File: src/rtl/hazard_ctrl.sv
// hazard_ctrl: pipeline sequencing for the 5-stage RV32I core.
// A shadow copy of the EX/MEM/WB register-usage fields drives stall, flush,
// bubble and forwarding decisions for the instruction currently in ID.
// Optional feature macro: HAZARD_FWD_EN (EX-stage operand forwarding).
// When it is undefined, forwarding selects are tied to 00 and any in-flight
// producer in EX or MEM stalls the consumer in ID.
module hazard_ctrl #(
  parameter int STALL_CNT_W = 16
) (
  input  logic                   clk,
  input  logic                   rst_n,
  input  logic                   id_valid,
  input  logic [4:0]             id_rs1,
  input  logic [4:0]             id_rs2,
  input  logic                   id_use_rs1,
  input  logic                   id_use_rs2,
  input  logic [4:0]             id_rd,
  input  logic                   id_regwrite,
  input  logic                   id_memread,
  input  logic                   ex_redirect,
  input  logic                   mem_busy,
  output logic                   pc_en,
  output logic                   ifid_en,
  output logic                   ifid_flush,
  output logic                   idex_bubble,
  output logic [1:0]             fwd_a,
  output logic [1:0]             fwd_b,
  output logic [STALL_CNT_W-1:0] stall_cycles
);

  // shadow pipeline
  logic [4:0] ex_rd, ex_rs1, ex_rs2, mem_rd, wb_rd;
  logic       ex_wr, ex_ld, ex_u1, ex_u2;
  logic       mem_wr, mem_ld, wb_wr;

  logic use1, use2, hz1, hz2, hazard, ex_load;

  // a source index of x0 never creates a dependency
  assign use1 = id_use_rs1 & (id_rs1 != 5'd0);
  assign use2 = id_use_rs2 & (id_rs2 != 5'd0);

`ifdef HAZARD_FWD_EN
  // only a load still in EX cannot be forwarded in time
  assign hz1 = use1 & ex_wr & ex_ld & (ex_rd == id_rs1);
  assign hz2 = use2 & ex_wr & ex_ld & (ex_rd == id_rs2);

  function automatic logic [1:0] fwd_sel(input logic [4:0] rs, input logic u,
                                         input logic mwr, input logic mld,
                                         input logic [4:0] mrd,
                                         input logic wwr, input logic [4:0] wrd);
    logic [1:0] s;
    s = 2'b00;
    if (u && rs != 5'd0) begin
      // a load result is never taken from EX/MEM; load-use stall moves it to WB
      if (mwr && !mld && mrd == rs) s = 2'b10;
      else if (wwr && wrd == rs)    s = 2'b01;
    end
    return s;
  endfunction

  assign fwd_a = fwd_sel(ex_rs1, ex_u1, mem_wr, mem_ld, mem_rd, wb_wr, wb_rd);
  assign fwd_b = fwd_sel(ex_rs2, ex_u2, mem_wr, mem_ld, mem_rd, wb_wr, wb_rd);
`else
  // no bypass: wait until the producer has reached WB (write-before-read RF)
  assign hz1 = use1 & ((ex_wr & (ex_rd == id_rs1)) | (mem_wr & (mem_rd == id_rs1)));
  assign hz2 = use2 & ((ex_wr & (ex_rd == id_rs2)) | (mem_wr & (mem_rd == id_rs2)));

  assign fwd_a = 2'b00;
  assign fwd_b = 2'b00;

  // fields kept for shadow-state parity with the forwarding build
  logic unused_shadow;
  assign unused_shadow = ^{ex_ld, ex_rs1, ex_rs2, ex_u1, ex_u2, mem_ld, wb_rd, wb_wr};
`endif

  assign hazard = id_valid & (hz1 | hz2);

  // priority: freeze > redirect squash > hazard stall > run
  always_comb begin
    pc_en       = 1'b1;
    ifid_en     = 1'b1;
    ifid_flush  = 1'b0;
    idex_bubble = 1'b0;
    if (mem_busy) begin
      pc_en   = 1'b0;
      ifid_en = 1'b0;
    end else if (ex_redirect) begin
      ifid_flush  = 1'b1;
      idex_bubble = 1'b1;
    end else if (hazard) begin
      pc_en       = 1'b0;
      ifid_en     = 1'b0;
      idex_bubble = 1'b1;
    end
  end

  assign ex_load = id_valid & ~idex_bubble;

  // shadow advance; holds under freeze so pending hazards are re-evaluated
  always_ff @(posedge clk or negedge rst_n) begin
    if (!rst_n) begin
      ex_rd  <= '0; ex_rs1 <= '0; ex_rs2 <= '0;
      ex_wr  <= 1'b0; ex_ld <= 1'b0; ex_u1 <= 1'b0; ex_u2 <= 1'b0;
      mem_rd <= '0; mem_wr <= 1'b0; mem_ld <= 1'b0;
      wb_rd  <= '0; wb_wr  <= 1'b0;
    end else if (!mem_busy) begin
      wb_rd  <= mem_rd;
      wb_wr  <= mem_wr;
      mem_rd <= ex_rd;
      mem_wr <= ex_wr;
      mem_ld <= ex_ld;
      ex_rd  <= ex_load ? id_rd  : 5'd0;
      ex_rs1 <= ex_load ? id_rs1 : 5'd0;
      ex_rs2 <= ex_load ? id_rs2 : 5'd0;
      ex_wr  <= ex_load & id_regwrite & (id_rd != 5'd0);
      ex_ld  <= ex_load & id_memread;
      ex_u1  <= ex_load & id_use_rs1;
      ex_u2  <= ex_load & id_use_rs2;
    end
  end

  // saturating count of cycles with the PC held
  always_ff @(posedge clk or negedge rst_n) begin
    if (!rst_n)
      stall_cycles <= '0;
    else if (!pc_en && stall_cycles != '1)
      stall_cycles <= stall_cycles + STALL_CNT_W'(1);
  end

endmodule
File: config.mk
export PLATFORM = sky130hd
export DESIGN_NAME = hazard_ctrl
export DESIGN_NICKNAME = d
export VERILOG_FILES = /design/src/rtl/hazard_ctrl.sv
export SDC_FILE = /design/constraint.sdc
export NUM_CORES = 1
export LEC_CHECK = 0
export ABC_AREA = 1
export CAP_MARGIN = 40
export CORE_MARGIN = 1
export CORE_UTILIZATION = 35
export CTS_BUF_LIST = sky130_fd_sc_hd__clkbuf_4
export DETAILED_ROUTE_END_ITERATION = 10
export PLACE_DENSITY = 0.59
export SYNTH_ARGS = -nofsm -noshare
export SYNTH_HDL_FRONTEND = slang
export SYNTH_SLANG_ARGS = --single-unit
File: constraint.sdc
create_clock -name clk -period 2.85 [get_ports clk]
set_clock_uncertainty 0.05 [all_clocks]
set_input_delay 0.57 -clock clk [delete_from_list [all_inputs] [get_ports clk]]
set_output_delay 0.57 -clock clk [all_outputs]
set_load 0.01 [all_outputs]
==> results.tsv, run 1 <==
stage	metric	value	unit
die	die height	77.16	um
die	initial core utilization	0.3751	
sta	RSZ-0062 raised after global routing	yes	
clocking	clock transition at the registers of the reported paths	0.15	ns
drt	DR WL/cell	11.11	um
logic_synthesis	main combinational cell family by area after synthesis	simple AND/OR/NAND/NOR gates	
layout	Sequential Area	700.7	um^2
setup_path	CP bufs+invs	4	
logic_synthesis	Synth cell types	26	
layout	multi-input combinational cell area	1077	um^2
status	status	finished, final reports clean	
setup_path	most frequent CP cell	nand2_1	
clocking	cts hold-fix bufs	0	
grt	largest net degree at the start of global routing	29	
setup_path	worst path cell trace	clkdlybuf4s50_1 > inv_2 > nand2_1 > nand2_1 > nor2_2 > nand3_1 > nand2_1 > nand2_1 > nand2_2 > nand3_2 > nand2_4 > inv_1 > dlygate4sd2_1	
sta	setup_tns	0	ns
hold_path	HP Start	ex_rd[0]	
placed_design	DP Area	2467	um^2
logic_synthesis	Post-Synthesis Cells	303	
setup_path	startpoint types	input port	
setup_path	crit path kind	input port to output port	
logic_synthesis	Yosys warning count	0	
placed_design	detailed placement HPWL	3.510	mm
clocking	htree depth	1	
logic_synthesis	Simple-Gate Fraction of Synth Area	0.4430	
grt	GR Util All Layers	0.1632	
sta	post-route clock period utilization	0.9719	
sta	Setup-failing EPs final	0	
clocking	TritonCTS clock tree	built	
layout	ant diodes	0	
die	Row Count	26	
logic_synthesis	Synth Area in Adders	0.006329	
placed_design	gp weighted congestion	0.8336	
power	sequential share of power	0.474	
clocking	Clock Sinks	28	
clocking	clock tree buffer depth	2	
layout	Nets	374	
die	Die ar.	5953	um^2
drt	total number of vias	1899	
setup_path	worst endpoint required time	2.23	ns
grt	Overflow after GRT	0	
drt	final wirelength	4.642	mm
power	static leakage	1.380	nW
power	Power Internal	0.7371	mW
layout	share of cells above drive strength 1	0.08621	
power	maximum vdd drop	0.0002987	V
setup_path	Crit. End Element	output port	
layout	Filler cells	574	
setup_path	Worst path slowest cell	clkdlybuf4s50_1	
power	power density cells	423.0	nW/um^2
logic_synthesis	sequential element share of the synthesized area	0.3544	
logic_synthesis	Post-Syn Area	1977	um^2
setup_path	slowest stage delay, CP	0.49	ns
logic_synthesis	post-synthesis mux area share	0	
setup_path	Crit path max-delay family	buffers and inverters	
setup_path	crit path from	id_rs1[1]	
drt	vias per std cell	4.543	
logic_synthesis	syn_area_per_cell	6.524	um^2
clocking	CTS buffer count	3	
sta	final hold vios	0	
clocking	Clk Latency, worst-skew pair	0.34	ns
layout	Area Growth Syn to Fin	28.61	%
die	Die X	77.16	um
placed_design	IO Port Bufs	42	
layout	Final Util	0.4824	
sta	fin crit period	2.770	ns
die	number of I/O pins	48	
layout	most common cell after layout, fill and taps aside	nand2_1	
hold_path	Worst Hold Class	register to register	
drt	Routed Antenna Nets	0	
power	Comb power frac	0.277	
power	Sw Pwr	0.3383	mW
drt	residual DRC count	0	
setup_path	Crit Reg-Reg Startpoint	stall_cycles[0]	
flow_run	max_cap viols	0	
logic_synthesis	xor/xnor share of the synthesized area	0.06203	
clocking	Root Buffer	clkbuf_4	
die	core area	5270	um^2
power	Clock power frac	0.249	
drt	drt first pass iters	4	
sta	Slew Limit Fails	0	
grt	first-pass GRT wire length	7.769	mm
setup_path	CP Max Fanout	5	
power	Switching Share	0.3146	
logic_synthesis	Yosys reg bits	28	
layout	final instance area	2542	um^2
grt	vias in the first global route	1731	
logic_synthesis	post-synthesis compound-gate area fraction	0.02468	
drt	DRT iter0 DRCs	89	
sta	Fmax	361.0	MHz
setup_path	Crit path arrival time	2.15	ns
layout	most frequent cells in the layout	124 x nand2_1, 31 x clkdlybuf4s50_1, 30 x nor2_1	
setup_path	R2R setup slack	0.95	ns
grt	antenna violations before repair	0	
[stage by stage]
stage               hold WS (ns)  power [mW]  worst slack [ns]  std cells
floorplan                 0.2244      0.6714            0.6436        306
global placement          0.4505      0.8144           -0.1731        413
detailed placement        0.4449      0.8163           -0.1833        413
CTS                       0.4818       1.088          0.001942        417
global route              0.5318       1.144          -0.04603        418
finish                    0.4768       1.075           0.08004        418
[worst paths after layout]
path | to | depth (start not counted)
setup / recovery | ifid_en | 13
hold / removal | ex_rd[0] | 2
setup reg to reg | stall_cycles[0] | 9
hold reg to reg | ex_rd[0] | 2
max in group asynchronous | stall_cycles[1] | 2
min in group asynchronous | stall_cycles[11] | 2
[cell usage after synthesis, drive strengths merged]
cell	instances	area (um^2)
nand4	9	56.30
nor2	33	133.9
inv	37	138.9
conb	1	3.750
o311ai	1	8.760
dfrtp	28	700.7
xnor2	5	43.79
nor4	2	18.77
ha	1	12.51
buf	9	66.31
nor3	1	5.000
xor2	9	78.83
clkbuf	2	7.510
nand3	28	150.1
nand2	129	511.7
o21ai	8	40.03
[metal layers]
layer / part of all wire / GRT usage / routed length (um)
met1: 0.54 / 0.2251 / 2489
met2: 0.43 / 0.2619 / 1994
met4: 0.014 / 0.06226 / 64
met5: 0 / 0 / 0
met3: 0.020 / 0.01548 / 93
[cell families after synthesis]
| family | Yosys count |
|---|---|
| other cells | 1 |
| compound gates | 9 |
| simple gates | 202 |
| flops | 28 |
| buf+inv | 48 |
| fa+ha+maj | 1 |
| xor+xnor | 14 |
[repair_timing]
item | CTS | global route
pin swaps | 0 | 4
hold endpoints to repair | 0 | 0
setup endpoints to repair | 3 | 3
resized for setup | 5 | 9
buffers inserted | 0 | 1
[flip-flops by register name, summed over array words and instances (netlist names)]
name          cells
ex_rd             5
stall_cycles     16
mem_rd            5
mem_wr            1
ex_wr             1
[worst register-to-register path: cells and delay by family, from the launching register on]
kind          cells  cell delay, ns
simple gates      8            1.09
flops             1            0.49
fa+ha+maj         1            0.24
[power groups by stage]
stage / clock network (mW) / registers [mW] / logic, mW
3_3_place_gp: 0 / 0.516 / 0.299
2_1_floorplan: 0 / 0.516 / 0.155
4_1_cts: 0.278 / 0.509 / 0.301
3_5_place_dp: 0 / 0.516 / 0.301
6_report: 0.268 / 0.509 / 0.298
5_1_grt: 0.293 / 0.518 / 0.334
[cell type report]
type | instances | area share
multi-input combinational | 230 | 0.4237
sequential | 28 | 0.2756
timing repair buffer | 49 | 0.1909
inverter | 37 | 0.05463
tap | 70 | 0.03445
clock inverter | 1 | 0.01181
clock buffer | 3 | 0.008858
No activity file was read; power rests on OpenSTA's default activity.
==> inputs of run 2 (changes only) <==
--- a/config.mk
+++ b/config.mk
@@ -8,10 +8,10 @@
 export ABC_AREA = 1
 export CAP_MARGIN = 40
 export CORE_MARGIN = 1
-export CORE_UTILIZATION = 35
+export CORE_UTILIZATION = 49
 export CTS_BUF_LIST = sky130_fd_sc_hd__clkbuf_4
 export DETAILED_ROUTE_END_ITERATION = 10
-export PLACE_DENSITY = 0.59
+export PLACE_DENSITY = 0.78
 export SYNTH_ARGS = -nofsm -noshare
 export SYNTH_HDL_FRONTEND = slang
 export SYNTH_SLANG_ARGS = --single-unit
==> run 2 against run 1 <==
  * Sequential power is essentially flat
  * Via count grew 0.68%
  * Power decreased by 0.97%
  * Fmax increased by 0.19%
  * Flip-flop and latch count unchanged
  * Wire length is 8.4% lower
  * Setup slack gained 0.0053 ns
  * Largest power group unchanged
==> results.tsv, run 2 (synthesis gave the netlist of run 1 again) <==
stage	metric	value	unit	change
status	status	finished, final reports clean		
layout	Top reg by flops	stall_cycles		
die	die height	65.52	um	-15%
grt	Overflow after GRT	0		unchanged
sta	post-route clock period utilization	0.9701		-0.001853
grt	antenna violations before repair	0		unchanged
sta	final hold vios	0		unchanged
clocking	TritonCTS clock tree	built		
drt	DRT iter0 DRCs	99		+11%
placed_design	detailed placement HPWL	3.253	mm	-7.3%
clocking	clock tree buffer depth	2		unchanged
die	Die ar.	4292	um^2	-28%
power	maximum vdd drop	0.0002779	V	-7.0%
layout	Nets	372		-0.53%
die	core area	3771	um^2	-28%
die	number of I/O pins	48		unchanged
drt	total number of vias	1912		+0.68%
die	Die X	65.52	um	-15%
die	initial core utilization	0.5242		+0.1491
drt	Routed Antenna Nets	0		unchanged
sta	Setup-failing EPs final	0		unchanged
layout	final instance area	2494	um^2	-1.9%
drt	vias per std cell	4.853		+6.8%
setup_path	crit path kind	input port to output port		
clocking	CTS buffer count	3		unchanged
grt	GR Util All Layers	0.2286		+0.06546
grt	largest net degree at the start of global routing	29		unchanged
sta	Slew Limit Fails	0		unchanged
grt	M2 GR Usage	0.3582		+0.09630
layout	biggest regs	stall_cycles x16, ex_rd x5, mem_rd x5		
clocking	htree depth	1		unchanged
setup_path	worst endpoint required time	2.23	ns	about the same
drt	drt first pass iters	4		unchanged
grt	met3 usage	0.02951		+0.01404
drt	final wirelength	4.253	mm	-8.4%
die	Row Count	22		-15%
layout	most common cell after layout, fill and taps aside	nand2_1		
power	static leakage	1.362	nW	-1.3%
clocking	clock transition at the registers of the reported paths	0.15	ns	about the same
clocking	Clock Sinks	28		unchanged
layout	max reg flops	16		unchanged
sta	Fmax	361.7	MHz	+0.19%
placed_design	gp weighted congestion	0.9091		+9.1%
flow_run	max_cap viols	0		unchanged
placed_design	IO Port Bufs	42		unchanged
placed_design	placed insts	390		-5.6%
sta	RSZ-0062 raised after global routing	yes		
setup_path	CP Max Fanout	4		-1
grt	GR met1 Demand/Resource	0.3304		+0.1053
power	power density cells	427.1	nW/um^2	+0.97%
placed_design	DP Area	2432	um^2	-1.4%
clocking	Clk Latency, worst-skew pair	0.33	ns	about the same
layout	Layout Cells excl Fill	394		-5.7%
layout	share of cells above drive strength 1	0.07803		-0.008172
clocking	Root Buffer	clkbuf_4		
drt	DR WL/cell	10.79	um	-2.8%
layout	ant diodes	0		unchanged
hold_path	Worst Hold Class	register to register		
power	Final Power	1.065	mW	-0.97%
setup_path	Crit path arrival time	2.14	ns	about the same
grt	vias in the first global route	1770		+2.3%
layout	Area Growth Syn to Fin	26.14	%	
grt	GR peak layer	met2		
sta	fin crit period	2.765	ns	-0.005280 ns
grt	first-pass GRT wire length	7.638	mm	-1.7%
layout	most frequent cells in the layout	124 x nand2_1, 31 x nor2_1, 31 x clkdlybuf4s50_1		
setup_path	startpoint types	input port		
setup_path	Crit. End Element	output port		
drt	residual DRC count	0		unchanged
-- run 2: where the power goes --
group / switching, mW / internal, mW / total (mW)
registers: 0.0651 / 0.441 / 0.506
clock network: 0.122 / 0.142 / 0.265
logic: 0.143 / 0.151 / 0.294
total: 0.330 / 0.735 / 1.07
-- run 2: cell type report --
class	count	area, um^2
multi-input cells	230	1075
clock inverters	1	30.03
inverters	37	138.9
repair buffers	47	466.7
fillers	368	1277
well taps	48	60.06
flip-flops and latches	28	700.7
clock buffers	3	22.52
-- run 2: what timing repair did --
| action | CTS | global route |
|---|---|---|
| pin swaps | 0 | 4 |
| setup endpoints to repair | 3 | 3 |
| buffers inserted | 0 | 0 |
| resized for setup | 5 | 7 |
| hold buffers | 0 | 0 |
-- run 2: critical path, stage by stage --
cell and delay [ns]:
clkdlybuf4s50_1 0.47, inv_1 0.07, nand2_1 0.06, nand2_1 0.05, nor2_1 0.09, nand3_1 0.09
nand2_1 0.09, nand2_1 0.06, nand2_2 0.08, nand3_2 0.08, nand2_4 0.10, inv_1 0.05
dlygate4sd2_1 0.28
-- run 2: metrics by stage --
| step | hold slack [ns] | utilization | worst slack (ns) | TNS, ns |
|---|---|---|---|---|
| finish | 0.4921 | 0.6612 | 0.08532 | 0 |
| global route | 0.5348 | 0.6612 | -0.02669 | -0.05279 |
| CTS | 0.4889 | 0.6573 | 0.06729 | 0 |
| detailed placement | 0.4530 | 0.6450 | -0.1402 | -0.3936 |
| global placement | 0.4449 | 0.6450 | -0.1423 | -0.3946 |
| floorplan | 0.2244 | - | 0.6436 | 0 |
-- run 2: worst paths after layout --
kind	startpoint	end	slack, ns	cells past startpoint
max in group asynchronous	rst_n	stall_cycles[8]	1.96	2
min	stall_cycles[7]	stall_cycles[7]	0.49	2
max reg2reg	ex_rd[3]	stall_cycles[6]	0.94	14
min reg2reg	stall_cycles[7]	stall_cycles[7]	0.49	2
max	id_rs1[1]	ifid_en	0.09	13
min in group asynchronous	rst_n	ex_rd[0]	0.53	2
-- run 2: per-layer routing --
layer	wire, um	vias up
met2	1840	46
met4	44	0
li1	-	1015
met3	157	6
met1	2211	845
met5	0	-
==> inputs of run 3 (changes only) <==
==> constraint.sdc (replaced) <==
create_clock -name clk -period 3.2 [get_ports clk]
set_clock_uncertainty 0.05 [all_clocks]
set_input_delay 0.64 -clock clk [delete_from_list [all_inputs] [get_ports clk]]
set_output_delay 0.64 -clock clk [all_outputs]
set_load 0.01 [all_outputs]
==> run 3 against run 2 <==
  * Hold slack worse by 0.0049 ns
  * Non-clock buffer count fell by 1
  * Register-to-register slack better by 0.34 ns
  * Design area fell by 0.25%
  * Critical endpoint unchanged
  * Setup slack improved by 0.27 ns
  * Flip-flop and latch count is the same
  * Sequential share of layout area is 0.071 points higher
  * Combinational power is 10% lower
  * Sequential power down 11%
  * Global-route usage shrank 0.27 points
  * Clock-buffer cell count stayed put
  * Wire length rose by 1.3%
==> results.tsv, run 3 (synthesis gave the netlist of run 1 again) <==
stage	metric	value	unit	change
clocking	htree depth	1		unchanged
clocking	CTS buffer count	3		unchanged
drt	DR top layer	met4		
die	number of I/O pins	48		unchanged
grt	GR Util All Layers	0.2259		-0.002709
die	Die X	65.52	um	unchanged
layout	most common cell after layout, fill and taps aside	nand2_1		
placed_design	gp weighted congestion	0.8717		-4.1%
layout	Final Util	0.6596		-0.001659
sta	Fmax	350.9	MHz	
setup_path	CP Max Fanout	4		unchanged
clocking	Clock Sinks	28		unchanged
setup_path	Crit Reg-Reg Startpoint	ex_rd[0]		
drt	DRT iter0 DRCs	139		+40%
clocking	Clk Latency, worst-skew pair	0.33	ns	about the same
die	Row Count	22		unchanged
setup_path	crit path from	id_rs1[4]		
drt	vias per std cell	4.903		+1.0%
hold_path	Worst Hold Class	register to register		
setup_path	Crit. End Element	output port		
power	power density cells	381.8	nW/um^2	-11%
setup_path	crit path kind	input port to output port		
sta	RSZ-0062 raised after global routing	no		
power	Clock power frac	0.246		-0.002
clocking	cts hold-fix bufs	0		unchanged
die	Die ar.	4292	um^2	unchanged
placed_design	detailed placement HPWL	3.220	mm	-1.0%
power	Comb power frac	0.278		+0.002
die	initial core utilization	0.5242		unchanged
clocking	clock transition at the registers of the reported paths	0.15	ns	about the same
sta	post-route clock period utilization	0.8905		
drt	WL met2	1.856	mm	+0.87%
flow_run	max_cap viols	0		unchanged
layout	max reg flops	16		unchanged
die	die height	65.52	um	unchanged
drt	met3 WL	234	um	+49%
drt	Routed Antenna Nets	0		unchanged
setup_path	startpoint types	input port		
hold_path	HP Start	ex_rd[0]		
drt	drt first pass iters	4		unchanged
layout	ant diodes	0		unchanged
grt	Overflow after GRT	0		unchanged
drt	residual DRC count	0		unchanged
clocking	Root Buffer	clkbuf_4		
placed_design	IO Port Bufs	42		unchanged
power	Switching Share	0.3089		-0.001271
drt	final wirelength	4.307	mm	+1.3%
layout	Filler cells	355		-3.5%
layout	Top reg by flops	stall_cycles		
sta	final hold vios	0		unchanged
status	status	finished, final reports clean		
layout	most frequent cells in the layout	124 x nand2_1, 38 x clkdlybuf4s50_1, 31 x nor2_1		
grt	vias in the first global route	1771		+0.056%
power	maximum vdd drop	0.0003254	V	+17%
power	static leakage	1.336	nW	-1.9%
drt	WL met1	2.184	mm	-1.2%
die	core area	3771	um^2	unchanged
layout	Nets	371		-0.27%
setup_path	Crit path arrival time	2.16	ns	+0.02 ns
setup_path	worst endpoint required time	2.51	ns	+0.28 ns
power	sequential share of power	0.476		about the same
sta	fin crit period	2.850	ns	
layout	Area Growth Syn to Fin	25.82	%	
layout	share of cells above drive strength 1	0.07246		-0.005571
power	Power Internal	0.6563	mW	-11%
clocking	TritonCTS clock tree	built		
clocking	Setup Fix Bufs, Post-CTS	0		unchanged
drt	total number of vias	1927		+0.78%
grt	antenna violations before repair	0		unchanged
grt	first-pass GRT wire length	7.583	mm	-0.72%
drt	DR WL/cell	10.96	um	+1.5%
layout	biggest regs	stall_cycles x16, ex_rd x5, mem_rd x5		
sta	Hold Slack	0.4872	ns	-0.004900 ns
clocking	post-cts resize count	0		-5
grt	largest net degree at the start of global routing	29		unchanged
power	Sw Pwr	0.2934	mW	-11%
clocking	clock tree buffer depth	2		unchanged
sta	Slew Limit Fails	0		unchanged
sta	setup_tns	0	ns	unchanged
sta	Setup-failing EPs final	0		unchanged
[run 3: cell types whose count changed in the layout (fill, tap and decap cells not counted), sizes merged]
cell and change:
clkdlybuf4s50 +7, dlygate4sd2 -5, buf -1, dlymetal6s2s -2
[run 3: routing by layer]
layer,GRT usage,vias up
li1,-,1009
met4,0.06250,0
met1,0.3172,856
met5,0,-
met3,0.03125,4
met2,0.3621,58
[run 3: worst max-delay path: stages]
cell             delay, ns
clkdlybuf4s50_1       0.55
inv_1                 0.07
nand2_1               0.06
nand2_1               0.05
nor2_1                0.09
nand3_1               0.09
nand2_1               0.08
nand2_1               0.06
nand2_2               0.08
nand3_2               0.08
nand2_4               0.09
inv_1                 0.05
dlymetal6s2s_1        0.16
[run 3: per-stage QoR]
stage / power, mW / instances / setup WS [ns] / area [um^2]
6_report: 0.9497 / 393 / 0.3504 / 2487
2_1_floorplan: 0.5980 / 306 / 0.8536 / 1988
3_3_place_gp: 0.7166 / 389 / 0.06047 / 2425
4_1_cts: 0.9545 / 393 / 0.03051 / 2477
5_1_grt: 1.016 / 393 / 0.2042 / 2487
3_5_place_dp: 0.7212 / 389 / 0.04897 / 2425
[run 3: power by group through the flow]
stage               clock network [mW]  registers (mW)  logic, mW
floorplan                            0           0.460      0.138
global placement                     0           0.456      0.260
detailed placement                   0           0.457      0.264
CTS                              0.237           0.451      0.267
global route                     0.258           0.460      0.297
finish                           0.234           0.452      0.264
[run 3: final cells by class]
type | count | area, um^2 | share of cell area
Timing Repair Buffer | 46 | 460.4 | 0.1851
Tap cell | 48 | 60.06 | 0.02414
Clock inverter | 1 | 30.03 | 0.01207
Multi-Input combinational cell | 230 | 1075 | 0.4321
Inverter | 37 | 138.9 | 0.05583
Clock buffer | 3 | 22.52 | 0.009054
Sequential cell | 28 | 700.7 | 0.2817
[run 3: worst paths after layout]
| check | slack [ns] | cells after the start | endpoint |
|---|---|---|---|
| min | 0.49 | 2 | ex_rd[0] |
| min in group asynchronous | 0.61 | 2 | stall_cycles[0] |
| max | 0.35 | 13 | ifid_en |
| max in group asynchronous | 2.23 | 2 | mem_rd[3] |
| min reg2reg | 0.49 | 2 | ex_rd[0] |
| max reg2reg | 1.28 | 13 | stall_cycles[6] |
